===== config.mk =====
export PLATFORM = sky130hd
export DESIGN_NAME = m_cnt_down_min
export DESIGN_NICKNAME = d
export VERILOG_FILES = /design/src/rtl/m_cnt_down_min.sv
export SDC_FILE = /design/constraint.sdc
export NUM_CORES = 1
export LEC_CHECK = 0
export ABC_CLOCK_PERIOD_IN_PS = 3500
export BUFFER_PORTS_ARGS = -buffer_cell sky130_fd_sc_hd__buf_2
export CORE_AREA = 5 5 58 60
export CTS_CLUSTER_SIZE = 30
export DETAILED_ROUTE_END_ITERATION = 10
export DIE_AREA = 0 0 63 65
export PLACE_DENSITY = 0.77
export SLEW_MARGIN = 20
export SYNTH_ARGS = -nofsm -noshare
export SYNTH_HDL_FRONTEND = slang
export SYNTH_SLANG_ARGS = --single-unit

===== constraint.sdc =====
create_clock -name clk -period 3.5 [get_ports clk]
set_input_delay 0.7 -clock clk [delete_from_list [all_inputs] [get_ports clk]]
set_output_delay 0.7 -clock clk [all_outputs]
set_load 0.01 [all_outputs]

===== src/rtl/m_cnt_down_min.sv =====
// BCD MM:SS countdown timer with borrow chain, pause/resume and a one-cycle done pulse.
// Optional `AUTO_RELOAD_EN: on expiry, reload the last loaded preset and keep running.
module m_cnt_down_min #(
    parameter logic [3:0] SEC_HIGH_MAX = 4'd5,
    parameter logic [3:0] MIN_HIGH_MAX = 4'd5
) (
    input  logic       clk,
    input  logic       rst,
    input  logic       tick,
    input  logic       load,
    input  logic [3:0] ld_min_h,
    input  logic [3:0] ld_min_l,
    input  logic [3:0] ld_sec_h,
    input  logic [3:0] ld_sec_l,
    input  logic       start,
    input  logic       pause,
    output logic [3:0] min_high,
    output logic [3:0] min_low,
    output logic [3:0] sec_high,
    output logic [3:0] sec_low,
    output logic       running,
    output logic       borrow_min,
    output logic       done
);

    typedef enum logic [1:0] {IDLE, RUN, PAUSE, DONE} state_t;

    state_t     state, state_nxt;
    logic [3:0] mh_nxt, ml_nxt, sh_nxt, sl_nxt;
    logic [3:0] c_mh, c_ml, c_sh, c_sl;
    logic       borrow_nxt, done_nxt;
    logic       is_zero, is_one;

`ifdef AUTO_RELOAD_EN
    logic [15:0] shadow, shadow_nxt;
`endif

    always_comb begin
        c_mh = (ld_min_h > MIN_HIGH_MAX) ? MIN_HIGH_MAX : ld_min_h;
        c_ml = (ld_min_l > 4'd9)         ? 4'd9         : ld_min_l;
        c_sh = (ld_sec_h > SEC_HIGH_MAX) ? SEC_HIGH_MAX : ld_sec_h;
        c_sl = (ld_sec_l > 4'd9)         ? 4'd9         : ld_sec_l;
    end

    assign is_zero = ({min_high, min_low, sec_high, sec_low} == 16'h0000);
    assign is_one  = ({min_high, min_low, sec_high, sec_low} == 16'h0001);

    always_comb begin
        state_nxt  = state;
        mh_nxt     = min_high;
        ml_nxt     = min_low;
        sh_nxt     = sec_high;
        sl_nxt     = sec_low;
        borrow_nxt = 1'b0;
        done_nxt   = 1'b0;
`ifdef AUTO_RELOAD_EN
        shadow_nxt = shadow;
`endif
        if (load) begin
            {mh_nxt, ml_nxt, sh_nxt, sl_nxt} = {c_mh, c_ml, c_sh, c_sl};
            state_nxt = IDLE;
`ifdef AUTO_RELOAD_EN
            shadow_nxt = {c_mh, c_ml, c_sh, c_sl};
`endif
        end else if (pause) begin
            if (state == RUN)
                state_nxt = PAUSE;
        end else if (start) begin
            // Starting from 00:00 is refused so done can never fire without a real countdown
            if ((state == IDLE || state == PAUSE) && !is_zero)
                state_nxt = RUN;
        end else if (tick && state == RUN) begin
            if (is_one) begin
                done_nxt = 1'b1;
                {mh_nxt, ml_nxt, sh_nxt, sl_nxt} = 16'h0000;
                state_nxt = DONE;
`ifdef AUTO_RELOAD_EN
                if (shadow != 16'h0000) begin
                    {mh_nxt, ml_nxt, sh_nxt, sl_nxt} = shadow;
                    state_nxt = RUN;
                end
`endif
            end else if (sec_low != 4'd0) begin
                sl_nxt = sec_low - 4'd1;
            end else begin
                sl_nxt = 4'd9;
                if (sec_high != 4'd0) begin
                    sh_nxt = sec_high - 4'd1;
                end else begin
                    // Seconds wrap 00 -> SEC_HIGH_MAX:9; borrow from the minutes
                    sh_nxt     = SEC_HIGH_MAX;
                    borrow_nxt = 1'b1;
                    if (min_low != 4'd0) begin
                        ml_nxt = min_low - 4'd1;
                    end else begin
                        ml_nxt = 4'd9;
                        mh_nxt = min_high - 4'd1;
                    end
                end
            end
        end
    end

    always_ff @(posedge clk or posedge rst) begin
        if (rst) begin
            state      <= IDLE;
            min_high   <= 4'd0;
            min_low    <= 4'd0;
            sec_high   <= 4'd0;
            sec_low    <= 4'd0;
            running    <= 1'b0;
            borrow_min <= 1'b0;
            done       <= 1'b0;
        end else begin
            state      <= state_nxt;
            min_high   <= mh_nxt;
            min_low    <= ml_nxt;
            sec_high   <= sh_nxt;
            sec_low    <= sl_nxt;
            running    <= (state_nxt == RUN);
            borrow_min <= borrow_nxt;
            done       <= done_nxt;
        end
    end

`ifdef AUTO_RELOAD_EN
    always_ff @(posedge clk or posedge rst) begin
        if (rst) shadow <= 16'h0000;
        else     shadow <= shadow_nxt;
    end
`endif

endmodule


==> qor.yml <==
yosys:
  synth_nets: 188
  avgSynthCellArea_um2: 9.17
  synthArstFlopShare_pct: 100
  synth-seq-cells: 21
  syn_area_um2: 1470
  synth_edf_count: 0
  netlist_instances: 160
  synth_cell_types: 50
  synth_ff_type: "dfrtp_1"
  seq_area_frac_synth_pct: 35.8
  yosys_warnings: 0
clock_tree:
  clock_sinks: 21
  cts_buffer_depth: 2
  cts.htree.levels: 1
  post_cts_resized: 0
  hold_buffers: 0
  clk_latency_ns: 0.31
  clk_pin_slew_ns: 0.12
  cts-root-buf: "clkbuf_4"
  cts_setup_buffers: 0
  cts_tree: "done"
  cts_buffers: 3
flow_run:
  cap_violations: 0
timing:
  layout_min_cycle_time_ns: 2.52
  max_freq_ghz: 0.396
  slew_headroom_pct: 46.6
  fin_crit_sh_pct: 72.1
  fin_skew_ns: 0.00714
  worst_pin_slew_ns: 0.800
  rsz0062_at_grt: "false"
  fin_tns_setup_ns: 0
  setup_viol: 0
  hold_viol: 0
  maxSlewViolCount: 0
final_layout:
  area_growth_pct: 16.3
  final_nets: 227
  diodes: 0
  fillers: 263
  drive_gt1_share_pct: 28.8
power_and_ir_drop:
  vdd_drop_max_mv: 0.333
  p_leak_nw: 0.773
  power.total_mw: 0.740
  powerDensity_nw_per_um2: 434
setup_path:
  r2r_end: "min_high[1]"
  cp-startpoint: "min_low[0]"
  path_class: "flip-flop to flip-flop"
  critPathCaptureType: "flip-flop"
  critPathMaxStageDelay_ns: 0.62
  r2r_cells: 6
  crit_chain: "inv_1 > ha_1 > nor3b_2 > a41oi_2 > a21oi_1 > mux2_2"
  timing.rr.start: "min_low[0]"
  startpoint_type: "flip-flop"
  arrival_ns: 2.73
  rrSetupSlack_ns: 0.98
  cp_max_fo: 11
  crit_required_ns: 3.71
  slowest_stage: "nor3b_2"
hold_path:
  hp-class: "input pin to asynchronous set/reset pin"
placed_design:
  place_hpwl_um: 2830
  place.gp.congestion: 0.859
  portBuffers: 40
routing:
  wire_per_inst_um: 16.2
  vias: 1420
  drt_iter0_markers: 68
  via_per_inst: 6.15
  drc_errors: 0
  totalWireLength_um: 3740
  ant_nets: 0
  drt_pass1_iterations: 4
grt:
  grt_overflow: 0
  grt_max_degree: 30
  first_global_vias: 1457
  track_usage_pct: 20.1
  grt_pass1_wl_um: 6740
  antenna_found_initial: 0
die:
  die_y_um: 65
  fp-row-count: 20
  core-area_um2: 2880
  initial_core_util_pct: 51.0
  fp.dieW_um: 63
  ios: 41
  die_area_um2: 4100
outcome:
  status: "finished, final reports clean"
## cell families after synthesis
group	share of synthesized area, %
adder cells (fa/ha/maj)	5.12
AND/OR/NAND/NOR	24.1
flip-flops	35.8
buffers and inverters	5.29
multiplexers	4.44
AO/OA/AOI/OAI	25.2
## per-layer routing
layer	GRT usage, %	wire length, µm	vias up
li1	-	-	686
met1	25.7	1640	678
met2	34.6	1810	51
met3	3.47	249	5
met4	5.31	38	0
met5	0	0	-
## critical path, delay by kind of cell (launching register included)
family,cells,cell delay [ns]
buffers and inverters,1,0.09
AND/OR/NAND/NOR,1,0.62
multiplexers,1,0.37
flip-flops,1,0.44
adder cells (fa/ha/maj),1,0.22
AO/OA/AOI/OAI,2,0.68
## metrics by stage
step	worst slack (ns)	util [%]	cell area, µm²	hold WS (ns)	cells
5_1_grt	0.777	59.3	1710	0.595	231
2_1_floorplan	1.55	-	1470	0.541	160
3_5_place_dp	1.03	58.3	1680	0.536	227
4_1_cts	1.02	59.3	1710	0.555	231
6_report	0.976	59.3	1710	0.521	231
3_3_place_gp	1.18	58.3	1680	0.522	227
## worst max-delay path by stage
stage / end / slack (ns) / cells past startpoint
global route: min_high[3] / 0.78 / 6
floorplan: min_high[1] / 1.55 / 7
detailed placement: min_high[1] / 1.03 / 6
CTS: min_high[1] / 1.02 / 6
global placement: min_low[0] / 1.18 / 6
finish: min_high[1] / 0.98 / 6
## synthesized netlist by cell type, drive strengths merged, types with 4 or more instances
cell type,number,share of area [%]
a21oi,6,2.3
inv,13,3.3
nand2,16,4.4
o22ai,4,1.7
nor3b,5,4.7
o21ai,7,2.4
dfrtp,21,36
mux2,4,3.1
a31oi,9,3.8
nor2,10,2.6
nor3,6,2.0
ha,6,5.1
## flip-flops by register name (all words and copies together) (netlist names)
signal	cells
min_high	4
min_low	4
done	1
running	1
sec_high	4
borrow_min	1
state	2
sec_low	4
## cell usage in the layout (no fill, tap or decap), types with 3 or more instances in the layout
cell type / count
a21oi_1: 5
a31oi_1: 9
buf_2: 40
clkbuf_4: 3
dfrtp_1: 21
ha_1: 6
inv_1: 13
mux2_2: 4
nand2_1: 14
nand3_1: 3
nor2_1: 10
nor3_1: 6
nor3b_2: 4
o21ai_0: 6
o22ai_1: 4
## area by class of cell
type | count | area [µm²] | share of cell area (%)
flip-flops and latches | 21 | 526 | 30.8
well taps | 33 | 41.3 | 2.42
multi-input cells | 120 | 863 | 50.6
repair buffers | 40 | 200 | 11.7
clock buffers | 4 | 26.3 | 1.54
inverters | 13 | 48.8 | 2.86
## power by group
part           switching (mW)  leakage, nW  total [mW]  internal (mW)
clock                  0.0770       0.0150       0.121         0.0445
sequential             0.0468        0.265       0.327          0.280
combinational           0.162        0.493       0.292          0.130
No activity file was read; power rests on OpenSTA's default activity.
